**src/rtl/vx_kmu_block_dispatcher_if.sv**
```systemverilog
// vx_kmu_block_dispatcher_if: DCR write bus, per-channel block offers and completion pulses
interface vx_kmu_block_dispatcher_if #(
  parameter int NUM_OUTPUTS = 4,
  parameter int DIM_WIDTH   = 16,
  parameter int ADDR_WIDTH  = 12,
  parameter int DATA_WIDTH  = 32
);
  logic                   dcr_wr_valid;
  logic [ADDR_WIDTH-1:0]  dcr_wr_addr;
  logic [DATA_WIDTH-1:0]  dcr_wr_data;
  logic [NUM_OUTPUTS-1:0] req_valid;
  logic [NUM_OUTPUTS-1:0] req_ready;
  logic [DATA_WIDTH-1:0]  req_pc;
  logic [DIM_WIDTH-1:0]   req_bx;
  logic [DIM_WIDTH-1:0]   req_by;
  logic [DIM_WIDTH-1:0]   req_bz;
  logic [NUM_OUTPUTS-1:0] cpl_valid;
  modport master (
    input  dcr_wr_valid, dcr_wr_addr, dcr_wr_data, req_ready, cpl_valid,
    output req_valid, req_pc, req_bx, req_by, req_bz
  );
  modport slave (
    output dcr_wr_valid, dcr_wr_addr, dcr_wr_data, req_ready, cpl_valid,
    input  req_valid, req_pc, req_bx, req_by, req_bz
  );
endinterface

```
**src/rtl/vx_kmu_block_dispatcher.sv**
```systemverilog
// vx_kmu_block_dispatcher: DCR-launched 3-D grid walker dispatching one block per cycle round-robin
module vx_kmu_block_dispatcher #(
  parameter int NUM_OUTPUTS = 4,
  parameter int DIM_WIDTH   = 16,
  parameter int ADDR_WIDTH  = 12,
  parameter int DATA_WIDTH  = 32,
  parameter logic [ADDR_WIDTH-1:0] DCR_BASE = '0
) (
  input  logic clk,
  input  logic reset,
  output logic start,
  output logic busy,
  output logic done,
  vx_kmu_block_dispatcher_if.master bus
);
  localparam int CW = 3 * DIM_WIDTH;
  localparam int PW = NUM_OUTPUTS > 1 ? $clog2(NUM_OUTPUTS) : 1;
  typedef enum logic [1:0] {IDLE, DISPATCH, DRAIN} state_t;
  state_t state, next;
  logic [DATA_WIDTH-1:0] pc;
  logic [DIM_WIDTH-1:0] gx, gy, gz, bx, by, bz;
  logic [CW-1:0] total, issued, completed, cpl_next, prod;
  logic [PW-1:0] rr_ptr, off, tgt;
  logic [PW:0] sum;
  logic [2*NUM_OUTPUTS-1:0] dbl;
  logic [ADDR_WIDTH-1:0] offs;
  logic wr, launch, any, fire, last, x_last, y_last;
  assign offs     = bus.dcr_wr_addr - DCR_BASE;
  assign wr       = bus.dcr_wr_valid && state == IDLE;
  assign launch   = wr && offs == ADDR_WIDTH'(4);
  assign prod     = CW'(gx) * CW'(gy) * CW'(gz);
  assign cpl_next = completed + CW'($countones(bus.cpl_valid));
  assign last     = issued == total - 1'b1;
  assign x_last   = bx == gx - 1'b1;
  assign y_last   = by == gy - 1'b1;
  // rotate ready so bit 0 is the channel at rr_ptr; first set bit is the winner's offset
  assign dbl = {bus.req_ready, bus.req_ready} >> rr_ptr;
  always_comb begin
    off = '0;
    any = 1'b0;
    for (int j = NUM_OUTPUTS - 1; j >= 0; j--)
      if (dbl[j]) begin
        off = PW'(j);
        any = 1'b1;
      end
    sum = {1'b0, rr_ptr} + {1'b0, off};
    tgt = sum >= (PW+1)'(NUM_OUTPUTS) ? PW'(sum - (PW+1)'(NUM_OUTPUTS)) : PW'(sum);
  end
  assign fire = state == DISPATCH && any;
  always_ff @(posedge clk or negedge reset)
    if (!reset) state <= IDLE;
    else state <= next;
  always_comb
    next = (state == IDLE && launch && prod != '0) ? DISPATCH :
           (state == DISPATCH && fire && last)     ? DRAIN :
           (state == DRAIN && cpl_next == total)   ? IDLE : state;
  always_comb begin
    busy          = state != IDLE;
    bus.req_valid = fire ? NUM_OUTPUTS'(1) << tgt : '0;
  end
  assign bus.req_pc = pc;
  assign bus.req_bx = bx;
  assign bus.req_by = by;
  assign bus.req_bz = bz;
  always_ff @(posedge clk or negedge reset)
    if (!reset) begin
      start     <= 1'b0;
      done      <= 1'b0;
      pc        <= '0;
      gx        <= '0;
      gy        <= '0;
      gz        <= '0;
      bx        <= '0;
      by        <= '0;
      bz        <= '0;
      total     <= '0;
      issued    <= '0;
      completed <= '0;
      rr_ptr    <= '0;
    end else begin
      start <= 1'b0;
      done  <= 1'b0;
      if (wr && offs == ADDR_WIDTH'(0)) pc <= bus.dcr_wr_data;
      if (wr && offs == ADDR_WIDTH'(1)) gx <= bus.dcr_wr_data[DIM_WIDTH-1:0];
      if (wr && offs == ADDR_WIDTH'(2)) gy <= bus.dcr_wr_data[DIM_WIDTH-1:0];
      if (wr && offs == ADDR_WIDTH'(3)) gz <= bus.dcr_wr_data[DIM_WIDTH-1:0];
      if (launch) begin
        start     <= 1'b1;
        done      <= prod == '0;
        total     <= prod;
        bx        <= '0;
        by        <= '0;
        bz        <= '0;
        issued    <= '0;
        completed <= '0;
      end
      if (fire) begin
        bx     <= x_last ? '0 : bx + 1'b1;
        by     <= x_last ? (y_last ? '0 : by + 1'b1) : by;
        bz     <= (x_last && y_last) ? bz + 1'b1 : bz;
        issued <= issued + 1'b1;
        rr_ptr <= tgt == PW'(NUM_OUTPUTS - 1) ? '0 : tgt + 1'b1;
      end
      if (state != IDLE) completed <= cpl_next;
      if (state == DRAIN && cpl_next == total) done <= 1'b1;
    end
endmodule

```
**src/flat_wrapper.sv**
```systemverilog
// flat-port wrapper written by rule: the top's interface ports become plain ports
module vx_kmu_block_dispatcher_flat 
#(
  parameter int NUM_OUTPUTS = 4,
  parameter int DIM_WIDTH   = 16,
  parameter int ADDR_WIDTH  = 12,
  parameter int DATA_WIDTH  = 32,
  parameter logic [ADDR_WIDTH-1:0] DCR_BASE = '0
)
  (clk, reset, start, busy, done, bus_dcr_wr_valid, bus_dcr_wr_addr, bus_dcr_wr_data, bus_req_ready, bus_cpl_valid, bus_req_valid, bus_req_pc, bus_req_bx, bus_req_by, bus_req_bz);
  vx_kmu_block_dispatcher_if #(.NUM_OUTPUTS(NUM_OUTPUTS), .DIM_WIDTH(DIM_WIDTH), .ADDR_WIDTH(ADDR_WIDTH), .DATA_WIDTH(DATA_WIDTH)) bus_i ();
  input  logic clk;
  input  logic reset;
  output logic start;
  output logic busy;
  output logic done;
  input wire logic [$bits(bus_i.dcr_wr_valid)-1:0] bus_dcr_wr_valid;
  input wire logic [$bits(bus_i.dcr_wr_addr)-1:0] bus_dcr_wr_addr;
  input wire logic [$bits(bus_i.dcr_wr_data)-1:0] bus_dcr_wr_data;
  input wire logic [$bits(bus_i.req_ready)-1:0] bus_req_ready;
  input wire logic [$bits(bus_i.cpl_valid)-1:0] bus_cpl_valid;
  output wire logic [$bits(bus_i.req_valid)-1:0] bus_req_valid;
  output wire logic [$bits(bus_i.req_pc)-1:0] bus_req_pc;
  output wire logic [$bits(bus_i.req_bx)-1:0] bus_req_bx;
  output wire logic [$bits(bus_i.req_by)-1:0] bus_req_by;
  output wire logic [$bits(bus_i.req_bz)-1:0] bus_req_bz;
  assign bus_i.dcr_wr_valid = bus_dcr_wr_valid;
  assign bus_i.dcr_wr_addr = bus_dcr_wr_addr;
  assign bus_i.dcr_wr_data = bus_dcr_wr_data;
  assign bus_i.req_ready = bus_req_ready;
  assign bus_i.cpl_valid = bus_cpl_valid;
  assign bus_req_valid = bus_i.req_valid;
  assign bus_req_pc = bus_i.req_pc;
  assign bus_req_bx = bus_i.req_bx;
  assign bus_req_by = bus_i.req_by;
  assign bus_req_bz = bus_i.req_bz;
  vx_kmu_block_dispatcher #(.NUM_OUTPUTS(NUM_OUTPUTS), .DIM_WIDTH(DIM_WIDTH), .ADDR_WIDTH(ADDR_WIDTH), .DATA_WIDTH(DATA_WIDTH), .DCR_BASE(DCR_BASE)) u_core (.clk(clk), .reset(reset), .start(start), .busy(busy), .done(done), .bus(bus_i));
endmodule
```
**config.mk**
```make
export PLATFORM = sky130hd
export DESIGN_NAME = vx_kmu_block_dispatcher_flat
export DESIGN_NICKNAME = d
export VERILOG_FILES = /design/src/rtl/vx_kmu_block_dispatcher_if.sv /design/src/rtl/vx_kmu_block_dispatcher.sv /design/src/flat_wrapper.sv
export SDC_FILE = /design/constraint.sdc
export NUM_CORES = 2
export LEC_CHECK = 0
export BUFFER_PORTS_ARGS = -buffer_cell sky130_fd_sc_hd__clkbuf_2
export CORE_AREA = 10 10 317 319
export DETAILED_ROUTE_END_ITERATION = 8
export DIE_AREA = 0 0 327 329
export GPL_TIMING_DRIVEN = 0
export PLACE_DENSITY = 0.62
export RECOVER_POWER = 25
export SETUP_SLACK_MARGIN = 0.15
export SLEW_MARGIN = 20
export SYNTH_ARGS = -nofsm -noshare
export SYNTH_HDL_FRONTEND = slang
export SYNTH_SLANG_ARGS = --single-unit
```
**constraint.sdc**
```tcl
create_clock -name clk -period 13.5 [get_ports clk]
set_clock_uncertainty 0.05 [all_clocks]
set_input_delay 0.675 -clock clk [delete_from_list [all_inputs] [get_ports clk]]
set_output_delay 0.675 -clock clk [all_outputs]
set_load 0.02 [all_outputs]
```
# Word level (Yosys, flattened, before mapping)
# Cells that the tools add are included.
[totals]
regBits = 278
out_inout_bits = 87
[classes]
add_sub_neg = 14
n_mul = 2
n_lt_le_gt_ge = 1
n_eq_ne = 13
shifts = 2
n_mux = 28
n_reduce_logical = 23
[ops]
columns = ["operator", "n"]
rows = [
  ["48-bit two-way mux", 3],
  ["16-bit two-way mux", 8],
  ["48-bit equality test", 2],
  ["16-bit by 1-bit adder with 16-bit output, second input constant", 3],
  ["48-bit by 1-bit adder with 48-bit output, second input constant", 1],
  ["48-bit adder", 1],
  ["48-bit logical NOT", 1],
  ["32-bit by 16-bit multiplier with 48-bit output", 1],
  ["48-bit nonzero test", 1],
  ["48-bit by 1-bit subtractor with 48-bit output, second input constant", 1],
  ["32-bit adder", 1],
  ["16-bit equality test", 2],
  ["16-bit by 16-bit multiplier with 32-bit output", 1],
  ["16-bit by 1-bit subtractor with 16-bit output, second input constant", 2],
  ["12-bit by 2-bit equality test with 1-bit output, second input constant", 2],
  ["2-bit two-way mux", 9],
  ["1-bit logical AND", 13],
  ["12-bit by 1-bit equality test with 1-bit output, second input constant", 1],
  ["12-bit by 3-bit equality test with 1-bit output, second input constant", 1],
  ["12-bit logical NOT", 1],
  ["8-bit by 2-bit >> shifter with 4-bit output", 1],
  ["1-bit two-way mux", 7],
  ["2-bit nonzero test", 3],
  ["1-bit by 1-bit adder with 2-bit output", 2],
  ["other kinds (12)", 15],
]

# Logic depth before layout (Yosys ltp)
[logic_depth]
ltp_word = 10
depth_mapped = 50
ltp_nobuf = 46

# Worst setup path after synthesis
# No wires, ideal clock.
[synth_path]
path_kind = "reg2reg"
startpoint = "reg u_core.gx[7]"
endpoint = "reg u_core.state[0]"
setup_ns = 0.118
t_arrival_ns = 12.438
path_slack_ns = 0.894
stages_incl_launch_ff = 49
synth_period_minus_slack_ns = 12.606
cell_sequence = "dfrtp_1 clkbuf_1 clkbuf_1 nand2_1 fa_1 inv_1 fa_1 inv_1 fa_1 inv_1 fa_1 fa_1 inv_1 fa_1 inv_1 ha_1 a21o_1 a21o_1 [13 not listed] fa_1 fa_1 inv_1 fa_1 inv_1 ha_1 clkbuf_1 a21oi_1 o21ai_0 a221o_1 a221oi_1 nand2_1 o21ai_1 o21ai_1 xor2_1 a2111oi_0 and4_1 nor2_1"
[synth_via]
elab_chain_len = 5
[synth_lines]
columns = ["item", "line_no", "rtl"]
rows = [
  ["start: declaration", "vx_kmu_block_dispatcher.sv:21", "logic [DIM_WIDTH-1:0] gx, gy, gz, bx, by, bz;"],
  ["start signal: assignment", "vx_kmu_block_dispatcher.sv:84", "if (wr && offs == ADDR_WIDTH'(1)) gx <= bus.dcr_wr_data[DIM_WIDTH-1:0];"],
  ["16-bit by 16-bit multiplier with 32-bit output *", "vx_kmu_block_dispatcher.sv:31", "assign prod = CW'(gx) * CW'(gy) * CW'(gz);"],
  ["32-bit by 16-bit multiplier with 48-bit output *", "vx_kmu_block_dispatcher.sv:31", ""],
  ["48-bit nonzero test *", "vx_kmu_block_dispatcher.sv:54", "next = (state == IDLE && launch && prod != '0) ? DISPATCH :"],
  ["1-bit logical AND *", "vx_kmu_block_dispatcher.sv:54", ""],
  ["3-bit nonzero test (no line) or 2-bit two-way mux (tied branches)", "-", ""],
  ["end signal: assignment", "vx_kmu_block_dispatcher.sv:52", "else state <= next;"],
  ["end: declaration", "vx_kmu_block_dispatcher.sv:19", "state_t state, next;"],
]
# Every way passes the cells marked *; elsewhere a longest branch is shown, timed or not.
# A chain may end at the register's enable or synchronous reset.

# Final worst setup path
[layout_path]
startpoint = "reg u_core.gy[6]"
endpoint = "reg u_core.done"
[layout_via]
elab_chain_len = 5
[layout_lines]
columns = ["item", "line_no", "rtl"]
rows = [
  ["start: declaration", "vx_kmu_block_dispatcher.sv:21", ""],
  ["start signal: assignment", "vx_kmu_block_dispatcher.sv:85", "if (wr && offs == ADDR_WIDTH'(2)) gy <= bus.dcr_wr_data[DIM_WIDTH-1:0];"],
  ["16-bit by 16-bit multiplier with 32-bit output", "vx_kmu_block_dispatcher.sv:31", ""],
  ["32-bit by 16-bit multiplier with 48-bit output", "vx_kmu_block_dispatcher.sv:31", ""],
  ["48-bit logical NOT", "vx_kmu_block_dispatcher.sv:89", "done <= prod == '0;"],
  ["1-bit two-way mux", "vx_kmu_block_dispatcher.sv:87", "if (launch) begin"],
  ["1-bit two-way mux", "vx_kmu_block_dispatcher.sv:105", "if (state == DRAIN && cpl_next == total) done <= 1'b1;"],
  ["end signal: assignment", "vx_kmu_block_dispatcher.sv:82", "done <= 1'b0;"],
  ["end signal: assignment", "vx_kmu_block_dispatcher.sv:89", ""],
  ["end signal: assignment", "vx_kmu_block_dispatcher.sv:105", ""],
  ["end: declaration", "vx_kmu_block_dispatcher.sv:13", "output logic done,"],
]
# No other way between the ends.

==> qor_table.md <==
| Metric | Value | Unit |
|:---|:---|:---|
| Vias after detailed routing | 35000 | - |
| Cell Area, Synth | 0.0420 | mm2 |
| Total power per unit cell area | 40.3 | mW/mm2 |
| Crit-path slowest cell | sky130_fd_sc_hd__fa_1 | - |
| Source-to-sink clock delay at the later pin of the worst-skew pair | 0.60 | ns |
| Hold Buf Count CTS | 0 | - |
| Outcome | complete, but fails checks | - |
| Static power due to leakage | 22.8 | nW |
| Sequential share of the synthesized area | 16.6 | % |
| Gate count of the mapped netlist | 4844 | - |
| Part of the total power dissipated in sequential elements | 44.7 | % |
| Final Cycle Share | 96.2 | % |
| Slew at the pin closest to its max-slew limit | 3.85 | ns |
| Post-synthesis net count | 5755 | - |
| Beginning of the worst hold path | bus_dcr_wr_data[31] | - |
| Io pins | 142 | - |
| Violations in the final reports | max-capacitance violations, max-slew violations | - |
| Setup repair after global routing missed its margin | false | - |
| Worst Setup Path Type | flop to flop | - |
| Share of layout cells above drive strength 1 | 10.3 | % |
| Half-perimeter wire length after placement | 104000 | um |
| Area enclosed by the die boundary | 0.108 | mm2 |
| Top achievable clock speed | 77.0 | MHz |
| Sequential standard cell area | 0.00696 | mm2 |
| Total Wirelength | 126000 | um |
| Via density | 5.53 | - |
| Sort of element at the start of the critical path | flop | - |
| Clock-pin slew on the worst setup and hold paths | 0.07 | ns |
| Max-cap viol count | 3 | - |
| Part of the power in combinational logic | 8.1 | % |
| Register-to-register path setup slack | 0.51 | ns |
| Number of setup violations in the final report | 0 | - |
| Residual DRC count | 0 | - |
| Area used by multi-input combinational logic | 0.0320 | mm2 |
| First-pass GRT wire length | 199000 | um |
| Switching share of power | 25.8 | % |
| Critical Path Sink Type | flop | - |
| Synthesis-to-layout area growth | 10.7 | % |
| Floorplan row count | 113 | - |
| Number of clock sinks | 278 | - |
| Drt first pass iters | 6 | - |
| Met2 Wirelength | 58400 | um |
| Post-synth EDFFs | 0 | - |
| Die height | 329 | um |
| Routed wire per std cell | 19.9 | um |
| Fillers | 8960 | - |
| Number of gates on the worst path with buffers counted | 47 | - |
| Hold Vio Cnt, Final | 0 | - |
| Die Span X | 327 | um |
| Total number of nets in the final design | 5956 | - |
| Pin count of the biggest net entering global routing | 80 | - |
| Capture point of the critical path | u_core.done$_DFF_PN0_ | - |
| Cell repeated most along the worst path | sky130_fd_sc_hd__fa_1 | - |
| Cts bufs inserted | 29 | - |
| Global placer's final weighted congestion | 0.933 | - |
| Number of flip-flops and latches in the synthesized netlist | 278 | - |
| Number of buffer and inverter instances along the worst setup path | 11 | - |
| Final setup TNS | 0 | ns |
| Number of DRC markers in iteration 0 | 2709 | - |
| Overall routing resource usage | 23.1 | % |
| Most common flop cell mapped by yosys | sky130_fd_sc_hd__dfrtp_1 | - |
| Depth of the worst register-to-register path | 47 | - |
| Starting Density | 44.6 | % |
| Clock root buffer | sky130_fd_sc_hd__clkbuf_16 | - |
| Max-slew headroom | -157 | % |
| Top delay family on crit path | adder cells | - |
| Highest metal layer with signal wires | met4 | - |
| Antenna violations before repair | 2 | - |
| Net switching power | 0.483 | mW |
| CP Data Required Time | 13.93 | ns |
| Detail Route met3 WL | 8970 | um |
| Count of input and output buffers | 139 | - |
| Largest fanout on the critical path | 10 | - |
| Crit path largest cell delay | 0.56 | ns |
| Count of pins over their slew limit | 204 | - |
| Number of warnings reported in the yosys synthesis log | 0 | - |
| Vias in the first global route | 34600 | - |
| H-tree levels | 1 | - |
| Shortest clock period the worst path allows after layout | 12.99 | ns |
| Worst-case clock buffer depth | 3 | - |
| Launch instance of the worst register-to-register path | u_core.gy[6]$_DFFE_PN0P_ | - |
| Routed Antenna Nets | 0 | - |
| Max IR drop VDD | 0.0949 | mV |
| Length of routed wiring on met1 | 55000 | um |
| Clock share of power | 47.2 | % |
| Count of unique library cells instantiated by Yosys | 92 | - |
| Arrival time at the worst endpoint | 13.42 | ns |
| Class of the most critical hold timing path | primary input to flop | - |
| Core Box Area | 0.0943 | mm2 |
| Reg-to-reg critical path endpoint | u_core.done$_DFF_PN0_ | - |
| CTS tree | done | - |
| Internal power component | 1.39 | mW |
| Launch point of the worst path | u_core.gy[6]$_DFFE_PN0P_ | - |
| Overflow after GRT | 0 | - |
| Avg Cell Area, Syn | 8.68 | um2 |
| Proportion of register bits with asynchronous set or reset after synthesis | 100 | % |
| Worst hold slack across all endpoints | 0.265 | ns |
[how the worst min path moves through the flow]
stage / end / slack (ns) / cells past startpoint
2_1_floorplan: u_core.bus.req_bx[0]$_DFFE_PN0P_ / 0.33 / 0
3_3_place_gp: u_core.bus.req_pc[23]$_DFFE_PN0P_ / 0.44 / 1
3_5_place_dp: u_core.bus.req_pc[30]$_DFFE_PN0P_ / 0.44 / 1
4_1_cts: u_core.completed[30]$_DFFE_PN0P_ / 0.02 / 1
5_1_grt: u_core.bus.req_pc[28]$_DFFE_PN0P_ / 0.25 / 2
6_report: u_core.bus.req_pc[31]$_DFFE_PN0P_ / 0.27 / 2
[power groups by stage]
stage	Clock (mW)	Sequential (mW)	Combinational, mW
6_report	0.885	0.838	0.151
3_5_place_dp	0	0.853	0.144
2_1_floorplan	0	0.853	0.0736
5_1_grt	0.932	0.837	0.167
4_1_cts	0.900	0.837	0.150
3_3_place_gp	0	0.854	0.139
[cells by family after synthesis]
logic type / after synthesis / share of synthesized area (%)
and+or+nand+nor: 1758 / 21.0
DFF: 278 / 16.6
muxes: 109 / 2.83
buffers and inverters: 975 / 8.85
AOI/OAI and AO/OA: 624 / 9.24
xor gates and xnor gates: 244 / 5.09
adders and majority gates: 856 / 36.5
[timing repair]
action | 4_1_cts | 5_1_grt
setup endpoints to repair | 24 | 10
resized for setup | 174 | 153
pin swaps | 7 | 16
setup buffers | 10 | 17
hold endpoints to repair | 0 | 0
[metal layers]
| layer | up-vias | track usage [%] |
|---|---|---|
| met5 | - | 0 |
| met4 | 0 | 6.13 |
| met3 | 198 | 3.03 |
| met2 | 1108 | 37.3 |
| met1 | 17800 | 32.5 |
| li1 | 15900 | - |
[layout by cell type, fill, tap and decap left out, types with 11 or more instances in the layout]
| master | Yosys | final |
|---|---|---|
| sky130_fd_sc_hd__or4_1 | 11 | 11 |
| sky130_fd_sc_hd__nor3_1 | 61 | 58 |
| sky130_fd_sc_hd__clkbuf_16 | 0 | 29 |
| sky130_fd_sc_hd__nor2b_1 | 22 | 22 |
| sky130_fd_sc_hd__clkbuf_4 | 1 | 35 |
| sky130_fd_sc_hd__nand2b_1 | 47 | 47 |
| sky130_fd_sc_hd__clkbuf_2 | 2 | 163 |
| sky130_fd_sc_hd__mux2_2 | 79 | 79 |
| sky130_fd_sc_hd__a211oi_1 | 16 | 15 |
| sky130_fd_sc_hd__fa_1 | 614 | 609 |
| sky130_fd_sc_hd__and2_1 | 308 | 308 |
| sky130_fd_sc_hd__nand3_1 | 114 | 113 |
| sky130_fd_sc_hd__o21ai_1 | 10 | 12 |
| sky130_fd_sc_hd__and4_1 | 15 | 15 |
| sky130_fd_sc_hd__and3_1 | 75 | 75 |
| sky130_fd_sc_hd__dfrtp_1 | 278 | 276 |
| sky130_fd_sc_hd__clkbuf_1 | 245 | 167 |
| sky130_fd_sc_hd__o21a_1 | 12 | 12 |
| sky130_fd_sc_hd__a31oi_1 | 19 | 18 |
| sky130_fd_sc_hd__a21oi_1 | 119 | 110 |
| sky130_fd_sc_hd__ha_1 | 242 | 234 |
| sky130_fd_sc_hd__or3_1 | 27 | 26 |
| sky130_fd_sc_hd__nand4_1 | 49 | 49 |
| sky130_fd_sc_hd__nand3b_1 | 15 | 15 |
| sky130_fd_sc_hd__nand2_1 | 726 | 724 |
| sky130_fd_sc_hd__xor2_1 | 90 | 81 |
| sky130_fd_sc_hd__buf_2 | 8 | 15 |
| sky130_fd_sc_hd__o211ai_1 | 20 | 20 |
| sky130_fd_sc_hd__mux2i_1 | 30 | 30 |
| sky130_fd_sc_hd__a21o_1 | 41 | 41 |
| sky130_fd_sc_hd__o31ai_1 | 44 | 41 |
| sky130_fd_sc_hd__o21bai_1 | 12 | 11 |
| sky130_fd_sc_hd__nor2_1 | 188 | 187 |
| sky130_fd_sc_hd__xnor2_1 | 154 | 141 |
| sky130_fd_sc_hd__o21ai_0 | 236 | 227 |
| sky130_fd_sc_hd__nor4_1 | 35 | 33 |
| sky130_fd_sc_hd__inv_1 | 698 | 698 |
| sky130_fd_sc_hd__buf_4 | 4 | 45 |
[Yosys cell counts (8+ instances only)]
cell                          n  area share (%)
sky130_fd_sc_hd__a2111oi_0    9            0.19
sky130_fd_sc_hd__a211oi_1    16            0.29
sky130_fd_sc_hd__a21o_1      41            0.73
sky130_fd_sc_hd__a21oi_1    119             1.4
sky130_fd_sc_hd__a31oi_1     19            0.28
sky130_fd_sc_hd__and2_1     308             4.6
sky130_fd_sc_hd__and3_1      75             1.1
sky130_fd_sc_hd__and4_1      15            0.31
sky130_fd_sc_hd__buf_1       12            0.11
sky130_fd_sc_hd__buf_2        8           0.095
sky130_fd_sc_hd__clkbuf_1   245             2.2
sky130_fd_sc_hd__dfrtp_1    278              17
sky130_fd_sc_hd__fa_1       614              29
sky130_fd_sc_hd__ha_1       242             7.2
sky130_fd_sc_hd__inv_1      698             6.2
sky130_fd_sc_hd__mux2_2      79             2.1
sky130_fd_sc_hd__mux2i_1     30            0.71
sky130_fd_sc_hd__nand2_1    726             6.5
sky130_fd_sc_hd__nand2b_1    47            0.70
sky130_fd_sc_hd__nand3_1    114             1.4
sky130_fd_sc_hd__nand3b_1    15            0.27
sky130_fd_sc_hd__nand4_1     49            0.73
sky130_fd_sc_hd__nor2_1     188             1.7
sky130_fd_sc_hd__nor2b_1     22            0.33
sky130_fd_sc_hd__nor3_1      61            0.73
sky130_fd_sc_hd__nor3b_1     10            0.18
sky130_fd_sc_hd__nor4_1      35            0.52
sky130_fd_sc_hd__nor4b_1     11            0.23
sky130_fd_sc_hd__o211ai_1    20            0.36
sky130_fd_sc_hd__o21a_1      12            0.21
sky130_fd_sc_hd__o21ai_0    236             2.8
sky130_fd_sc_hd__o21ai_1     10            0.12
sky130_fd_sc_hd__o21bai_1    12            0.21
sky130_fd_sc_hd__o311ai_0     8            0.17
sky130_fd_sc_hd__o31ai_1     44            0.79
sky130_fd_sc_hd__o41ai_1      8            0.17
sky130_fd_sc_hd__or3_1       27            0.40
sky130_fd_sc_hd__or4_1       11            0.20
sky130_fd_sc_hd__xnor2_1    154             3.2
sky130_fd_sc_hd__xor2_1      90             1.9
[sequential cells by signal, summed over array words and instances (netlist names)]
register,cells
u_core.bus.req_bz,16
u_core.bus.req_pc,32
u_core.completed,48
u_core.bus.req_bx,16
u_core.bus.req_by,16
u_core.issued,48
u_core.gz,16
u_core.state,2
u_core.gx,16
u_core.start,1
u_core.gy,16
u_core.total,48
u_core.rr_ptr,2
u_core.done,1
[through the flow]
stage / setup WS [ns] / cells / util (%) / cell area [um2] / power (mW)
5_1_grt: 0.126 / 6331 / 49.3 / 46500 / 1.94
2_1_floorplan: 0.894 / 4844 / - / 42000 / 0.926
6_report: 0.507 / 6334 / 49.3 / 46500 / 1.87
3_3_place_gp: -2.37 / 6248 / 47.0 / 44300 / 0.992
3_5_place_dp: -2.03 / 6252 / 47.1 / 44400 / 0.997
4_1_cts: 0.154 / 6314 / 48.8 / 46000 / 1.89
[final cells by class]
cell class	instances	share of cell area, %
clock inverter	18	0.525
multi-input combinational	3591	68.7
inverter	699	5.64
antenna	3	0.0161
buffer	276	3.03
sequential	278	15.0
timing repair buffer	170	2.03
clock buffer	34	1.67
tap	1265	3.40
No activity file was read; power rests on OpenSTA's default activity.
